`src/rtl/aud_codec_pkg.sv`:
```
// Shared defaults and types for the audio codec serial port.
package aud_codec_pkg;

   localparam int AUD_DATA_W = 16;
   localparam int AUD_SLOT_W = 32;

   typedef logic [AUD_DATA_W-1:0] sample_t;

   typedef enum logic {
      CH_LEFT  = 1'b0,
      CH_RIGHT = 1'b1
   } chan_e;

endpackage

```
`src/rtl/aud_bclk_gen.sv`:
```
// Bit-clock divider: o_bclk has a period of 2*BCLK_DIV i_clk cycles.
// o_fall/o_rise are high in the cycle before o_bclk toggles, so registers
// that update on them change on the same edge as o_bclk.
module aud_bclk_gen #(
   parameter int BCLK_DIV = 4
) (
   input  logic i_clk,
   input  logic i_rst,
   output logic o_bclk,
   output logic o_fall,
   output logic o_rise
);

   localparam int DIV_W = (BCLK_DIV > 1) ? $clog2(BCLK_DIV) : 1;
   localparam logic [DIV_W-1:0] DIV_LAST = DIV_W'(BCLK_DIV - 1);

   logic [DIV_W-1:0] r_div;
   logic             r_bclk;
   logic             w_tc;

   assign w_tc = (r_div == DIV_LAST);

   always_ff @(posedge i_clk) begin
      if (i_rst) begin
         r_div  <= '0;
         r_bclk <= 1'b0;
      end else if (w_tc) begin
         r_div  <= '0;
         r_bclk <= ~r_bclk;
      end else begin
         r_div  <= r_div + 1'b1;
      end
   end

   assign o_bclk = r_bclk;
   assign o_fall = w_tc & r_bclk;
   assign o_rise = w_tc & ~r_bclk;

endmodule

```
`src/rtl/aud_codec_port.sv`:
```
// I2S codec port: serialises parallel ADC samples and deserialises DAC frames.
// Optional macro AUD_CODEC_PORT_LOOPBACK_EN adds i_loopback (DAC -> ADC path).
module aud_codec_port
   import aud_codec_pkg::*;
#(
   parameter int BCLK_DIV = 4,
   parameter int DATA_W   = AUD_DATA_W,
   parameter int SLOT_W   = AUD_SLOT_W
) (
   input  logic              i_clk,
   input  logic              i_rst,
`ifdef AUD_CODEC_PORT_LOOPBACK_EN
   input  logic              i_loopback,
`endif
   output logic              o_bclk,
   output logic              o_lrck,
   output logic              o_adcdat,
   input  logic              i_dacdat,
   input  logic [DATA_W-1:0] i_adc_l,
   input  logic [DATA_W-1:0] i_adc_r,
   output logic              o_adc_req,
   output logic [DATA_W-1:0] o_dac_l,
   output logic [DATA_W-1:0] o_dac_r,
   output logic              o_dac_valid
);

   localparam int K_W = $clog2(SLOT_W);
   localparam logic [K_W-1:0] K_LAST = K_W'(SLOT_W - 1);
   localparam logic [K_W-1:0] K_DATA = K_W'(DATA_W);

   logic              w_fall, w_rise, w_wrap, w_lrck_next, w_tx_en, w_rx_en;
   logic [K_W-1:0]    w_k_next;
   logic [DATA_W-1:0] w_ld_l, w_ld_r;
   chan_e             w_ch_next;

   logic [K_W-1:0]    r_k;
   logic              r_lrck, r_adcdat, r_adc_req, r_dac_valid;
   logic [DATA_W-1:0] r_tx_l, r_tx_r, r_rx_l, r_rx_r, r_dac_l, r_dac_r;

   aud_bclk_gen #(.BCLK_DIV(BCLK_DIV)) u_bclk (
      .i_clk  (i_clk),
      .i_rst  (i_rst),
      .o_bclk (o_bclk),
      .o_fall (w_fall),
      .o_rise (w_rise)
   );

`ifdef AUD_CODEC_PORT_LOOPBACK_EN
   assign w_ld_l = i_loopback ? r_dac_l : i_adc_l;
   assign w_ld_r = i_loopback ? r_dac_r : i_adc_r;
`else
   assign w_ld_l = i_adc_l;
   assign w_ld_r = i_adc_r;
`endif

   assign w_wrap      = (r_k == K_LAST);
   assign w_k_next    = w_wrap ? '0 : r_k + 1'b1;
   assign w_lrck_next = r_lrck ^ w_wrap;
   assign w_ch_next   = w_lrck_next ? CH_RIGHT : CH_LEFT;
   // I2S: one idle bit after the frame-clock edge, then MSB-first data.
   assign w_tx_en     = (w_k_next != '0) && (w_k_next <= K_DATA);
   assign w_rx_en     = (r_k != '0) && (r_k <= K_DATA);

   always_ff @(posedge i_clk) begin
      if (i_rst) begin
         r_k         <= K_LAST;
         r_lrck      <= 1'b1;
         r_adcdat    <= 1'b0;
         r_adc_req   <= 1'b0;
         r_dac_valid <= 1'b0;
         r_tx_l      <= '0;
         r_tx_r      <= '0;
         r_rx_l      <= '0;
         r_rx_r      <= '0;
         r_dac_l     <= '0;
         r_dac_r     <= '0;
      end else begin
         r_adc_req   <= 1'b0;
         r_dac_valid <= 1'b0;
         if (r_adc_req) begin
            r_tx_l <= w_ld_l;
            r_tx_r <= w_ld_r;
         end
         if (w_fall) begin
            r_k       <= w_k_next;
            r_lrck    <= w_lrck_next;
            r_adc_req <= w_wrap & r_lrck;
            r_adcdat  <= 1'b0;
            if (w_tx_en) begin
               if (w_ch_next == CH_LEFT) begin
                  r_adcdat <= r_tx_l[DATA_W-1];
                  r_tx_l   <= {r_tx_l[DATA_W-2:0], 1'b0};
               end else begin
                  r_adcdat <= r_tx_r[DATA_W-1];
                  r_tx_r   <= {r_tx_r[DATA_W-2:0], 1'b0};
               end
            end
         end
         // Reset parks k at the end of a right slot, so no partial frame can complete.
         if (w_rise && w_rx_en) begin
            if (r_lrck == CH_LEFT) begin
               r_rx_l <= {r_rx_l[DATA_W-2:0], i_dacdat};
            end else begin
               r_rx_r <= {r_rx_r[DATA_W-2:0], i_dacdat};
               if (r_k == K_DATA) begin
                  r_dac_l     <= r_rx_l;
                  r_dac_r     <= {r_rx_r[DATA_W-2:0], i_dacdat};
                  r_dac_valid <= 1'b1;
               end
            end
         end
      end
   end

   assign o_lrck      = r_lrck;
   assign o_adcdat    = r_adcdat;
   assign o_adc_req   = r_adc_req;
   assign o_dac_l     = r_dac_l;
   assign o_dac_r     = r_dac_r;
   assign o_dac_valid = r_dac_valid;

endmodule

```
`config.mk`:
```
export PLATFORM = sky130hd
export DESIGN_NAME = aud_codec_port
export DESIGN_NICKNAME = d
export VERILOG_FILES = /design/src/rtl/aud_codec_pkg.sv /design/src/rtl/aud_bclk_gen.sv /design/src/rtl/aud_codec_port.sv
export SDC_FILE = /design/constraint.sdc
export NUM_CORES = 1
export LEC_CHECK = 0
export BUFFER_PORTS_ARGS = -buffer_cell sky130_fd_sc_hd__buf_2
export CELL_PAD_IN_SITES_DETAIL_PLACEMENT = 1
export CELL_PAD_IN_SITES_GLOBAL_PLACEMENT = 1
export CORE_UTILIZATION = 42
export CTS_CLUSTER_DIAMETER = 80
export CTS_CLUSTER_SIZE = 40
export DETAILED_ROUTE_END_ITERATION = 6
export GPL_TIMING_DRIVEN = 0
export PLACE_DENSITY_LB_ADDON = 0.05
export REMOVE_ABC_BUFFERS = 1
export SLEW_MARGIN = 20
export SYNTH_ARGS = -nofsm -noshare
export SYNTH_HDL_FRONTEND = slang
export SYNTH_SLANG_ARGS = --single-unit
```
`constraint.sdc`:
```
create_clock -name i_clk -period 3.5 [get_ports i_clk]
set_clock_uncertainty 0.1 [all_clocks]
set_input_delay 0.35 -clock i_clk [delete_from_list [all_inputs] [get_ports i_clk]]
set_output_delay 0.35 -clock i_clk [all_outputs]
set_load 0.05 [all_outputs]
```
==> results of run 1 <==
## sequential cells by signal (all words and copies together) (netlist names)
name,count
r_k,5
u_bclk.o_bclk,1
r_rx_r,15
r_tx_l,16
o_adc_req,1
o_lrck,1
r_tx_r,16
u_bclk.r_div,2
r_rx_l,16
o_dac_r,16
o_adcdat,1
o_dac_valid,1
o_dac_l,16
## Yosys cell counts (2+ instances only)
cell type,count,share of area (%)
o311ai_4,2,1.2
a21oi_1,66,7.4
mux2_2,30,7.6
mux2i_1,33,7.4
o21ai_0,5,0.56
o2111ai_1,3,0.59
nor2_1,3,0.25
nor3_1,4,0.45
ha_1,6,1.7
o211ai_1,2,0.34
nand2_1,192,16
nand3_1,4,0.45
dfxtp_1,107,48
nor3b_1,3,0.50
and3_1,7,0.98
buf_6,2,0.50
buf_2,4,0.45
clkbuf_1,31,2.6
inv_1,3,0.25
## path summary, 6_finish.rpt
path | start | endpoint | cells past startpoint
setup / recovery | r_k[0] | r_tx_r[7] | 7
setup reg to reg | r_k[0] | r_tx_r[7] | 7
hold / removal | i_dacdat | r_rx_r[0] | 3
hold reg to reg | u_bclk.r_div[0] | u_bclk.r_div[0] | 1
## worst max-delay path, stage by stage, from the launching register on
cell	delay, ps
dfxtp_1	390
ha_1	290
and3_1	210
ha_1	280
ha_1	460
inv_1	110
o311ai_4	900
mux2i_1	280
## stage by stage
step                      util, %  hold slack (ps)  setup slack, ps  instances  TNS, ps
after floorplan                 -              300             -383        486   -12250
after global placement       46.8              312            -2020        693   -68290
after detailed placement     47.4              320              354        695        0
after CTS                    49.1              140              335        711        0
after global routing         49.2              156              178        711        0
final                        49.2              156              404        711        0
## routing by layer
metal,track usage (%),vias up
li1,-,1828
met1,21.6,1686
met2,31.8,55
met3,3.81,12
met4,7.85,0
met5,0,-
## power groups by stage
stage / logic, uW / clock network (uW) / registers (uW)
2_1_floorplan: 26.4 / 0 / 1260
3_3_place_gp: 67.8 / 0 / 1260
3_5_place_dp: 71.9 / 0 / 1260
4_1_cts: 72.1 / 778 / 1230
5_1_grt: 78.7 / 815 / 1230
6_report: 71.0 / 742 / 1230
## area by class of cell
| cell class | count | share of cell area, % |
|---|---|---|
| repair buffers | 73 | 7.67 |
| multi-input cells | 375 | 42.8 |
| flip-flops and latches | 107 | 42.2 |
| clock buffers | 12 | 2.66 |
| well taps | 136 | 3.35 |
| inverters | 4 | 0.320 |
| clock inverters | 4 | 0.961 |
## cell families after synthesis
group,Yosys count,share of synthesized area (%)
muxes,63,14.9
DFF,107,47.9
adders and majority gates,6,1.68
xor gates and xnor gates,1,0.196
and+or+nand+nor,223,20.5
AOI/OAI and AO/OA,82,10.8
buffers and inverters,42,3.98
==> reports/qor.txt, run 1 <==
Count of input and output buffers - 71
Routed WL - 9.56 mm
Via Count - 3581
VDD IR-drop max - 0.172 mV
Clock transition at path regs - 100 ps
Critical path data arrival time - 3290 ps
Post-route antenna net violation count - 0
Part of the cycle the worst path needs - 88.5%
Pleak - 0.00190 uW
Data required, critical path - 3700 ps
Fin area - 0.00508 sq mm
Fin nets - 611
Most common cell after layout, fill and taps aside - nand2_1
Global-route wire length before repair - 16.3 mm
R2R setup slack - 400 ps
Placer congestion estimate - 0.717
Avg Inst Size Synth - 8.53 sq um
Worst setup SP type - register
Root buf cell - clkbuf_8
Crit path kind - register to register
DRT Pass-1 Iters - 4
Comb pwr share - 3.5%
Post-synthesis async set-or-reset flop share - 0%
Starting density of the core - 43.3%
Post-CTS resize count - 0
Critical Path End Type - register
Power Dens Cells - 402 mW/mm^2
Clock latency on the worst-skew pair - 360 ps
Most frequent cells in the layout - nand2_1 (192), dfxtp_1 (106), buf_2 (70)
Clock power share - 36.4%
Count of final setup violators - 0
Fillers - 1260
CTS max path bufs - 2
# hold bufs at CTS - 0
Multi-input gate area - 0.00217 sq mm
Max Cap Viol - 0
Met2 WL - 4.63 mm
Met1 Wirelength - 4.40 mm
Sequential share of power - 60.1%
Internal power - 1580 uW
Placed wire-length estimate - 6.16 mm
Core area - 0.0103 sq mm
Post-DP Area - 0.00489 sq mm
GRT Resource Usage Total - 18.2%
Main synth FF type - dfxtp_1
DRC Markers - 0
Min-delay worst type - input port to register
Slew Limit Fails - 0
Min cycle time layout - 3100 ps
Routed wire per std cell - 13.5 um
Worst slew pin tran - 1060 ps
Initial antenna violation count - 0
Status - finished clean
Die ar. - 0.0111 sq mm
Area grow syn2layout - 13.6%
Post-Syn Instances - 524
Ys Warns - 0
Critical-path maximum fanout - 16
Row cnt - 37
Max Freq - 323 MHz
Cell Area, Synth - 0.00447 sq mm
Post-CTS setup buffers - 0
FF/Latch Area - 0.00214 sq mm
CTS tree - done
DIE HEIGHT - 105 um
Max transition margin - 29.2%
Post-synthesis sequential area ratio - 47.9%
Global route overflow - 0
Unrepaired setup endpoints after global routing - false
Via density - 5.04
Top layer in use - met4
I/O pin count - 72
Number of synthesized flops with an enable pin - 0
Largest net degree at the start of global routing - 72
Net load switching power - 459 uW
Number of global-route vias before repair - 3501
Hold Fails Final Rpt - 0
N_diodes - 0
Layout cell share with drive strength beyond 1 - 21.9%
Netlist cell types - 36
Sink Count - 107
DR WL met3 - 386 um
Sw Ratio - 22.5%
Post-route total power - 2040 uW
H-tree level count - 3
Yosys reg bits - 107
Drt first-iter violations - 90
Die width - 105 um
Total CTS buffers - 9
(Power assumes the default switching activity.)
==> inputs of run 2 (changes only) <==
- PLACE_DENSITY: unset -> 0.78
- PLACE_DENSITY_LB_ADDON: 0.05 -> unset
==> run 2 against run 1 <==
  * Setup slack worse by 120 ps
  * Final cell count up 0.14%
  * Sequential power hardly changed
  * Register-to-register slack got worse by 120 ps
  * Hold slack got worse by 16 ps
  * Via count up 0.67%
  * Global-route usage shrank 0.31 points
  * Die area unchanged
  * Wire length is 0.25% lower
  * Critical path depth increased by 2
  * Combinational power is essentially flat
==> reports/qor.txt, run 2 (synthesis results as in run 1) <==
Comb pwr share - 3.5% (about the same)
Final core occ - 49.5% (+0.33 points)
Count of input and output buffers - 71 (unchanged)
Die width - 105 um (unchanged)
Max Cap Viol - 0 (unchanged)
Max Freq - 310 MHz (-3.9%)
Sequential share of power - 60.1% (about the same)
Part of the cycle the worst path needs - 92.0% (+3.6 points)
Pre-CTS setup slack - 263 ps (-90.5 ps)
Count of final setup violators - 0 (unchanged)
Net load switching power - 472 uW (+2.8%)
CTS tree - done
Fin area - 0.00511 sq mm (+0.67%)
Critical-path maximum fanout - 18 (+2)
I/O pin count - 72 (unchanged)
Final WS setup - 279 ps (-125 ps)
Routed WL - 9.54 mm (-0.25%)
Via Count - 3605 (+0.67%)
Final setup TNS - 0 ps (unchanged)
Drt first-iter violations - 104 (+16%)
Sw Ratio - 23.1% (+0.61 points)
Crit path top cell by count - ha_1
Core area - 0.0103 sq mm (unchanged)
Slowest cell delay on critical path - 750 ps (-150 ps)
Fin nets - 612 (+0.16%)
Crit path kind - register to register
Most frequent cells in the layout - nand2_1 (192), dfxtp_1 (106), buf_2 (70)
Row cnt - 37 (unchanged)
Internal power - 1570 uW (-0.71%)
Unrepaired setup endpoints after global routing - false
DRC Markers - 0 (unchanged)
Worst setup SP type - register
Min cycle time layout - 3220 ps (+125 ps)
GRT Resource Usage Total - 17.9% (-0.31 points)
Critical path data arrival time - 3420 ps (+130 ps)
Largest net degree at the start of global routing - 72 (unchanged)
Post-CTS setup buffers - 0 (unchanged)
CTS max path bufs - 2 (unchanged)
Most common cell after layout, fill and taps aside - nand2_1
Critical-path cell list - inv_1 -> ha_1 -> nor3b_1 -> ha_1 -> nor4bb_4 -> and3_1 -> buf_8 -> nand2_1 -> a21oi_1
Post-route insts no fill - 712 (+0.14%)
Placed insts - 696 (+0.14%)
Pleak - 0.00191 uW (+0.62%)
Post-route antenna net violation count - 0 (unchanged)
N_diodes - 0 (unchanged)
Status - finished clean
Min-delay worst type - input port to register
Data required, critical path - 3700 ps (about the same)
Hold Fails Final Rpt - 0 (unchanged)
Clock latency on the worst-skew pair - 370 ps (about the same)
Post-DP Area - 0.00491 sq mm (+0.44%)
Crit path max-delay cell type - and3_1
VDD IR-drop max - 0.194 mV (+13%)
Layout cell share with drive strength beyond 1 - 22.4% (+0.48 points)
Initial antenna violation count - 0 (unchanged)
Global route overflow - 0 (unchanged)
Via density - 5.06 (+0.53%)
Number of global-route vias before repair - 3528 (+0.77%)
Routed wire per std cell - 13.4 um (-0.39%)
Power Dens Cells - 400 mW/mm^2 (-0.59%)
Max transition margin - 30.3% (+1.1 points)
Slew Limit Fails - 0 (unchanged)
DRT Pass-1 Iters - 4 (unchanged)
Placed wire-length estimate - 6.43 mm (+4.4%)
Critical Path End Type - register
Placer congestion estimate - 0.823 (+15%)
DIE HEIGHT - 105 um (unchanged)
Die ar. - 0.0111 sq mm (unchanged)
Root buf cell - clkbuf_8
Clock transition at path regs - 100 ps (about the same)
Worst slew pin tran - 1040 ps (-15.7 ps)
Post-CTS resize count - 0 (unchanged)
Global-route wire length before repair - 16.1 mm (-1.1%)
Area grow syn2layout - 14.3%
Clock power share - 36.4% (about the same)
Sink Count - 107 (unchanged)
# hold bufs at CTS - 0 (unchanged)
Total CTS buffers - 9 (unchanged)
Starting density of the core - 43.3% (unchanged)
H-tree level count - 3 (unchanged)
==> run 2: cell types whose count changed in the layout (fill, tap and decap cells not counted), sizes merged <==
cell      delta
bufinv       -1
buf          +1
clkinvlp     +2
clkinv       -2
inv          +1
==> run 2: per-stage QoR <==
| step | hold slack [ps] | power, uW |
|---|---|---|
| 6_report | 140 | 2040 |
| 5_1_grt | 124 | 2130 |
| 4_1_cts | 123 | 2070 |
| 3_5_place_dp | 329 | 1330 |
| 3_3_place_gp | 312 | 1320 |
| 2_1_floorplan | 300 | 1280 |
==> run 2: worst paths after layout <==
kind / depth (start not counted) / endpoint / startpoint / slack, ps
hold / removal: 3 / o_dac_r[0] / i_dacdat / 140
setup reg to reg: 9 / o_dac_r[13] / r_k[0] / 280
hold reg to reg: 1 / u_bclk.r_div[0] / u_bclk.r_div[0] / 340
setup / recovery: 9 / o_dac_r[13] / r_k[0] / 280
==> run 2: critical path, delay by kind of cell, from the launching register on <==
kind / cells / cell delay, ps
and+or+nand+nor: 4 / 1720
DFF: 1 / 390
AOI/OAI and AO/OA: 1 / 110
buffers and inverters: 2 / 320
adders and majority gates: 2 / 510
==> run 2: power by group through the flow <==
stage,Sequential [uW],Clock [uW],Combinational (uW)
finish,1230,743,70.8
floorplan,1260,0,26.4
CTS,1230,775,71.6
global placement,1260,0,67.1
global route,1230,826,77.8
detailed placement,1260,0,71.5
==> run 2: final cells by class <==
type | count | area (sq um)
inverters | 4 | 15.0
well taps | 136 | 170
clock buffers | 12 | 165
repair buffers | 74 | 412
clock inverters | 4 | 32.5
fillers | 1269 | 5210
multi-input cells | 375 | 2170
flip-flops and latches | 107 | 2140
==> run 2: routing by layer <==
metal  GRT usage (%)  vias up  wire length, um  share of wire, %
met2            29.5       63             4480                47
met4            7.14        0               90              0.94
met5               0        -                0                 0
met1            22.2     1704             4530                47
li1                -     1830                -                 -
met3            4.80        8              442               4.6
